[src/rtl/wb_pkg.sv]
// Shared types for the register-file writeback arbiter.
// Entry layout, FSM states and RFSelect source codes.
package wb_pkg;

    localparam int WB_DATA_W = 16;
    localparam int WB_ADDR_W = 4;

    localparam logic WB_SEL_ALU = 1'b0;
    localparam logic WB_SEL_MEM = 1'b1;

    typedef enum logic [1:0] {
        WB_IDLE,
        WB_MEMRUN,
        WB_ALUFORCE
    } wb_state_t;

    typedef struct packed {
        logic [WB_ADDR_W-1:0] addr;
        logic [WB_DATA_W-1:0] data;
    } wb_entry_t;

endpackage

[src/rtl/wb_alu_fifo.sv]
// Synchronous FIFO of pending ALU writeback entries.
// Head is valid whenever empty is low; pointers wrap modulo DEPTH.
module wb_alu_fifo
    import wb_pkg::*;
#(
    parameter int DEPTH = 4
) (
    input  logic      clk,
    input  logic      rst_n,
    input  logic      push,
    input  wb_entry_t din,
    input  logic      pop,
    output logic      full,
    output logic      empty,
    output wb_entry_t head
);

    localparam int PW = $clog2(DEPTH);

    wb_entry_t      r_mem [DEPTH];
    logic [PW-1:0]  r_wr_ptr;
    logic [PW-1:0]  r_rd_ptr;
    logic [PW:0]    r_count;
    logic           w_push;
    logic           w_pop;

    assign full   = (r_count == (PW+1)'(DEPTH));
    assign empty  = (r_count == '0);
    assign head   = r_mem[r_rd_ptr];
    assign w_push = push && !full;
    assign w_pop  = pop && !empty;

    always_ff @(posedge clk) begin
        if (w_push) begin
            r_mem[r_wr_ptr] <= din;
        end
    end

    always_ff @(posedge clk) begin
        if (!rst_n) begin
            r_wr_ptr <= '0;
            r_rd_ptr <= '0;
            r_count  <= '0;
        end else begin
            if (w_push) begin
                r_wr_ptr <= r_wr_ptr + 1'b1;
            end
            if (w_pop) begin
                r_rd_ptr <= r_rd_ptr + 1'b1;
            end
            unique case ({w_push, w_pop})
                2'b10:   r_count <= r_count + 1'b1;
                2'b01:   r_count <= r_count - 1'b1;
                default: r_count <= r_count;
            endcase
        end
    end

endmodule

[src/rtl/rf_writeback_arbiter.sv]
// Register-file write port owner: memory loads win, ALU results are queued.
// Optional WB_STATS_EN adds a saturating StallCnt output.
module rf_writeback_arbiter
    import wb_pkg::*;
#(
    parameter int DATA_W        = WB_DATA_W,
    parameter int ADDR_W        = WB_ADDR_W,
    parameter int FIFO_DEPTH    = 4,
    parameter int MAX_MEM_BURST = 3
) (
    input  logic              Clk,
    input  logic              ResetN,
    input  logic              AluValid,
    output logic              AluReady,
    input  logic [ADDR_W-1:0] AluAddr,
    input  logic [DATA_W-1:0] ALUQ,
    input  logic              MemValid,
    output logic              MemReady,
    input  logic [ADDR_W-1:0] MemAddr,
    input  logic [DATA_W-1:0] ReadData,
    output logic              RFWriteEn,
    output logic [ADDR_W-1:0] RFWriteAddr,
    output logic [DATA_W-1:0] WriteData,
    output logic              RFSelect
`ifdef WB_STATS_EN
    ,
    output logic [15:0]       StallCnt
`endif
);

    localparam int CW = $clog2(MAX_MEM_BURST + 1);
    localparam logic [CW-1:0] BURST_MAX = CW'(MAX_MEM_BURST);

    wb_state_t         r_state;
    wb_state_t         w_state_nxt;
    logic [CW-1:0]     r_burst;
    logic [CW-1:0]     w_burst_nxt;
    wb_entry_t         r_hold;
    logic              r_hold_vld;
    logic              r_we;
    logic [ADDR_W-1:0] r_addr;
    logic [DATA_W-1:0] r_data;
    logic              r_sel;

    logic      w_fifo_full;
    logic      w_fifo_empty;
    wb_entry_t w_head;
    wb_entry_t w_alu_in;
    wb_entry_t w_mem_in;
    wb_entry_t w_cand;
    logic      w_alu_push;
    logic      w_mem_acc;
    logic      w_mem_cand;
    logic      w_gnt_mem;
    logic      w_gnt_alu;

    assign AluReady   = ResetN && !w_fifo_full;
    assign MemReady   = ResetN && !r_hold_vld;
    assign w_alu_push = AluValid && AluReady;
    assign w_mem_acc  = MemValid && MemReady;
    assign w_mem_cand = r_hold_vld || w_mem_acc;
    assign w_alu_in   = '{addr: AluAddr, data: ALUQ};
    assign w_mem_in   = '{addr: MemAddr, data: ReadData};
    assign w_cand     = r_hold_vld ? r_hold : w_mem_in;

    wb_alu_fifo #(
        .DEPTH (FIFO_DEPTH)
    ) u_fifo (
        .clk   (Clk),
        .rst_n (ResetN),
        .push  (w_alu_push),
        .din   (w_alu_in),
        .pop   (w_gnt_alu),
        .full  (w_fifo_full),
        .empty (w_fifo_empty),
        .head  (w_head)
    );

    // ALUFORCE has no rule of its own: it arbitrates like IDLE.
    always_comb begin
        w_state_nxt = r_state;
        w_burst_nxt = r_burst;
        w_gnt_mem   = 1'b0;
        w_gnt_alu   = 1'b0;
        unique case (r_state)
            WB_MEMRUN: begin
                if (w_mem_cand && (w_fifo_empty || r_burst < BURST_MAX)) begin
                    w_gnt_mem = 1'b1;
                    if (r_burst != BURST_MAX) begin
                        w_burst_nxt = r_burst + 1'b1;
                    end
                end else if (w_mem_cand) begin
                    w_gnt_alu   = 1'b1;
                    w_state_nxt = WB_ALUFORCE;
                end else begin
                    w_gnt_alu   = !w_fifo_empty;
                    w_state_nxt = WB_IDLE;
                    w_burst_nxt = '0;
                end
            end
            default: begin
                if (w_mem_cand) begin
                    w_gnt_mem   = 1'b1;
                    w_state_nxt = WB_MEMRUN;
                    w_burst_nxt = CW'(1);
                end else begin
                    w_gnt_alu   = !w_fifo_empty;
                    w_state_nxt = WB_IDLE;
                    w_burst_nxt = '0;
                end
            end
        endcase
        if (w_fifo_empty) begin
            w_burst_nxt = '0;
        end
    end

    always_ff @(posedge Clk) begin
        if (!ResetN) begin
            r_state    <= WB_IDLE;
            r_burst    <= '0;
            r_hold_vld <= 1'b0;
            r_hold     <= '0;
            r_we       <= 1'b0;
            r_addr     <= '0;
            r_data     <= '0;
            r_sel      <= WB_SEL_ALU;
        end else begin
            r_state <= w_state_nxt;
            r_burst <= w_burst_nxt;
            r_we    <= w_gnt_mem || w_gnt_alu;
            if (w_gnt_mem) begin
                r_hold_vld <= 1'b0;
            end else if (w_mem_acc) begin
                r_hold_vld <= 1'b1;
                r_hold     <= w_mem_in;
            end
            if (w_gnt_mem) begin
                r_addr <= w_cand.addr;
                r_data <= w_cand.data;
                r_sel  <= WB_SEL_MEM;
            end else if (w_gnt_alu) begin
                r_addr <= w_head.addr;
                r_data <= w_head.data;
                r_sel  <= WB_SEL_ALU;
            end
        end
    end

    assign RFWriteEn   = r_we;
    assign RFWriteAddr = r_addr;
    assign WriteData   = r_data;
    assign RFSelect    = r_sel;

`ifdef WB_STATS_EN
    logic [15:0] r_stall_cnt;
    logic        w_stall;

    assign w_stall = (AluValid && !AluReady) || (MemValid && !MemReady);

    always_ff @(posedge Clk) begin
        if (!ResetN) begin
            r_stall_cnt <= '0;
        end else if (w_stall && r_stall_cnt != 16'hFFFF) begin
            r_stall_cnt <= r_stall_cnt + 1'b1;
        end
    end

    assign StallCnt = r_stall_cnt;
`endif

endmodule
[config.mk]
export PLATFORM = sky130hd
export DESIGN_NAME = rf_writeback_arbiter
export DESIGN_NICKNAME = d
export VERILOG_FILES = /design/src/rtl/wb_pkg.sv /design/src/rtl/wb_alu_fifo.sv /design/src/rtl/rf_writeback_arbiter.sv
export SDC_FILE = /design/constraint.sdc
export NUM_CORES = 1
export LEC_CHECK = 0
export CAP_MARGIN = 20
export CORE_ASPECT_RATIO = 1.1
export CORE_MARGIN = 10
export CORE_UTILIZATION = 50
export DETAILED_ROUTE_END_ITERATION = 8
export GPL_TIMING_DRIVEN = 0
export HOLD_SLACK_MARGIN = 0.06
export PLACE_DENSITY = 0.75
export SYNTH_ARGS = -nofsm -noshare
export SYNTH_HDL_FRONTEND = slang
export SYNTH_SLANG_ARGS = --single-unit
[constraint.sdc]
create_clock -name Clk -period 6.9 [get_ports Clk]
set_input_delay 0.69 -clock Clk [delete_from_list [all_inputs] [get_ports Clk]]
set_output_delay 0.69 -clock Clk [all_outputs]
set_load 0.05 [all_outputs]
[Yosys cells after proc, flatten, opt, wreduce, memory -nomap -nowiden]
Memory sizes are Yosys's and may differ from the RTL's. A register that Yosys moved wholly into a read port is not among the register bits.
Index checks and enable logic that the tools add are counted.
Cells by class
  add/sub/neg operators: 5
  order comparisons: 1
  equality and inequality tests: 8
  multiplexer cells: 27
  bitwise operators: 2
  reduce and logical (&&, ||, !) cells: 20
Operator list (count)
  $mux W16: 2
  $mux W20: 1
  $mux W2: 9
  $mux W1: 12
  $mux W4: 2
  $logic_and A1 B1 Y1: 7
  $add A2 B1 Y2 const B: 3
  $ne A3 B3 Y1 const B: 2
  $pmux W3 S2: 1
  $eq A2 B1 Y1 const B: 2
  $ne A2 B2 Y1 const B: 2
  $reduce_and A2 Y1: 2
  $reduce_bool A2 Y1: 2
  $reduce_or A2 Y1: 2
  $add A3 B1 Y3 const B: 1
  $eq A3 B3 Y1 const B: 1
  $logic_not A1 Y1: 3
  $logic_not A3 Y1: 1
  $logic_or A1 B1 Y1: 3
  $sub A3 B1 Y3 const B: 1
  $eq A2 B2 Y1 const B: 1
  $lt A2 B2 Y1 const B: 1
  $not A1 Y1: 2
Storage, ports and cells
  bits in registers: 54
  memory bits (writable): 80
  bits of input ports: 44
  output and inout bits: 24
  word-level logic and storage cells: 76
  memories kept: 1
Memories
  u_fifo.r_mem: depth 4, width 20, rd ports 1, clocked after Yosys merged registers in 1, write ports 1, RTL line wb_alu_fifo.sv:20  | wb_entry_t r_mem [DEPTH];

[Logic depth before layout (Yosys ltp)]
  depth in word-level cells: 10
  mapped depth: 11
  depth with buffers taken out: 10

[Cells and area by module]
Synthesis repeated with hierarchy kept, for this count alone.
Second synthesis, totals
  cells, all modules: 395
  area, all modules: 5748.0 µm²
By module, submodules not included
  wb_alu_fifo: instances 1, cells each 158, area each 3379.5 µm², sequential area each 2582.5 µm²
  rf_writeback_arbiter: instances 1, cells each 237, area each 2368.5 µm², sequential area each 940.9 µm²

[Least setup slack after synthesis]
No wires, ideal clock.
  path type: input -> output
  from: in ResetN
  to: out AluReady
  data arrival time: 2.296 ns
  data required time: 6.210 ns
  setup slack: 3.914 ns
  stages on the path: 3
  buffers on the path: 2
  path through: buf_2 > clkbuf_1 > a21boi_0
Between the ends
  longest elaborated chain between the ends: 1
Ends and longest elaborated chain
  start: declaration: RTL line rf_writeback_arbiter.sv:12  | input logic ResetN,
  $logic_and A1 B1 Y1: RTL line rf_writeback_arbiter.sv:57  | assign AluReady = ResetN && !w_fifo_full;
  end: declaration: RTL line rf_writeback_arbiter.sv:14  | output logic AluReady,
Every way passes these cells.

[Worst setup path in the final report]
Same ends and word-level chain as after synthesis.

==> impl_metrics.tcl <==
set metrics [dict create \
    firstDrtPassIters 4 \
    post_cts_resized 0 \
    maxSlewViolCount 0 \
    ys_types 35 \
    drc_errors 0 \
    power_density_nw_per_um2 388 \
    grt-ovfl-total 0 \
    multiInputGateArea_um2 1750 \
    cp-start-kind "primary input" \
    core-area_um2 10500 \
    diodes 0 \
    worstSetupEndpointType "primary output" \
    peakVddDrop_v 0.000178 \
    ctsHoldBuffers 0 \
    relSlewSlack_pct 29.5 \
    ant_nets 0 \
    chipWidth_um 120 \
    synth-seq-cells 136 \
    cts-root-buf "clkbuf_16" \
    cts.htree.levels 4 \
    rows 39 \
    syn_to_final_growth_pct 26.4 \
    dpl_cell_area_um2 6310 \
    leakage_uw 0.00229 \
    hold_class "flop to flop" \
    cp.required_ns 6.21 \
    worst_pin_slew_ns 1.06 \
    die-area_um2 15500 \
    nFillCells 744 \
    syn_area_um2 5460 \
    cpMostUsedCell "clkdlybuf4s50_1" \
    grt_first_pass_wirelength_um 18500 \
    grtUsageTotal_pct 15.3 \
    routabilityCongestion 0.806 \
    synthTopCellsByArea "edfxtp_1, dfxtp_1, mux4_2" \
    cp_cell_sequence "clkdlybuf4s50_1 -> buf_2 -> clkbuf_1 -> a21boi_0 -> clkdlybuf4s50_1" \
    finClkSkew_ns 0.00927 \
    grt_max_degree 21 \
    cp_max_fo 10 \
    min_period_ns 3.70 \
    drv_cap 0 \
    critical_path.max_stage_delay_ns 0.87 \
    regArea_um2 3520 \
    syn_inst 369 \
    fmax_ghz 0.270 \
    drive_above_1_share_pct 13.7 \
    cp.arrival_ns 3.01 \
    synth_commonest_cells "edfxtp_1, dfxtp_1, nor2b_1" \
    min_period_over_period_pct 53.6 \
    cts_buffers 17 \
    synth-main-ff-cell "edfxtp_1" \
    viasPerCell 5.39 \
    cts_tree "yes" \
    worstSetupPathType "primary input to primary output" \
    yosys.area.top_type "edfxtp_1" \
    synth_edf_count 80 \
    synth_most_common_cell "edfxtp_1" \
    path_clk_slew_ns 0.05 \
    die_h_um 130 \
    antenna_found_initial 0 \
    clkSinkCount 136 \
    status "finished clean" \
    finalSetupViolCount 0 \
    hold_violations 0 \
    cts_setup_buffers 0 \
    cts_buffer_depth 2 \
    vias 3284 \
    wl_per_cell_um 19.1 \
    pin_count 68 \
    syn_nets 420 \
    yosysSeqAreaShare_pct 64.5 \
    clk_latency_ns 0.41 \
    drt_wl_total_um 11600 \
    synth_top_area_share_pct 44.0 \
    dp_hpwl_um 7840 \
    start_util_pct 51.8 \
    port_buffers 67 \
    stdcell_area_um2 6900 \
    crit_path_top_delay_cell "clkdlybuf4s50_1" \
    avgSynthCellArea_um2 14.8 \
    grt_pass1_vias 3514 \
    setup_tns_ns 0 \
    synthArstFlopShare_pct 0 \
    nets 506 \
    drt_iter0_markers 174 \
    yosysWarnings 0 \
    grt_setup_unrepaired "no" \
]
-- routing by layer --
metal	share of wire [%]	vias up	global-route usage, %
li1	-	1559	-
met1	43	1624	18.2
met2	51	85	25.3
met3	4.7	16	5.13
met4	1.5	0	6.04
met5	0	-	0
-- per-stage QoR --
stage | setup slack (ns) | hold WS (ns) | utilization (%) | cells | total power [uW]
finish | 3.20 | 0.447 | 65.5 | 609 | 2680
global route | 3.10 | 0.492 | 65.5 | 609 | 2770
CTS | 3.19 | 0.448 | 65.5 | 609 | 2690
detailed placement | 3.30 | 0.439 | 59.9 | 579 | 1770
global placement | 3.28 | 0.421 | 59.9 | 579 | 1750
floorplan | 3.91 | 0.414 | - | 369 | 1530
-- flip-flops by register name (all words and copies together) (netlist names), 2 cells and up, named ones only --
signal           flops
r_burst              2
u_fifo.r_count       3
WriteData           16
u_fifo.r_wr_ptr      2
u_fifo.r_rd_ptr      2
RFWriteAddr          4
r_hold              20
u_fifo.r_mem        80
r_state              2
-- placed cells by master, fill, tap and decap left out, types with 7 or more instances in the layout --
master / count
and2_1: 11
a21oi_1: 9
clkbuf_16: 17
dfxtp_1: 56
nor2_1: 15
clkbuf_1: 14
o32ai_1: 12
nand2_1: 16
inv_1: 10
o221ai_1: 8
mux4_2: 20
nor2b_1: 34
mux2i_1: 29
edfxtp_1: 80
buf_2: 7
clkdlybuf4s50_1: 67
a211oi_1: 12
-- power by group --
group | internal (uW) | switching (uW) | leakage [uW]
Clock | 598 | 314 | 0.000288
Combinational | 300 | 446 | 0.000818
Sequential | 960 | 57.2 | 0.00118
Total | 1860 | 818 | 0.00229
-- worst paths after layout --
path / start / endpoint / slack [ns] / cells after the start
setup / recovery: ResetN / AluReady / 3.20 / 5
hold / removal: r_state[1] / r_burst[1] / 0.45 / 1
setup reg to reg: r_burst[0] / u_fifo.r_count[2] / 4.21 / 11
hold reg to reg: r_state[1] / r_burst[1] / 0.45 / 1
-- logic make-up after synthesis --
family | count (synthesis) | synth area share [%]
muxes | 49 | 13.6
xor gates and xnor gates | 6 | 0.962
and+or+nand+nor | 83 | 8.34
adders and majority gates | 7 | 1.74
buffers and inverters | 34 | 3.39
AOI/OAI and AO/OA | 54 | 7.49
DFF | 136 | 64.5
-- final cells by class --
class | count | area share (%)
buffer | 24 | 2.14
inverter | 10 | 0.544
clock buffer | 21 | 6.38
sequential | 136 | 51.0
clock inverter | 9 | 2.19
timing repair buffer | 67 | 9.72
multi-input combinational | 199 | 25.4
tap | 143 | 2.59
-- worst max-delay path, delay by kind of cell --
kind / cells / cell delay (ns)
AO/OA/AOI/OAI: 1 / 0.36
buffers and inverters: 4 / 1.94
No activity file was read; power rests on OpenSTA's default activity.
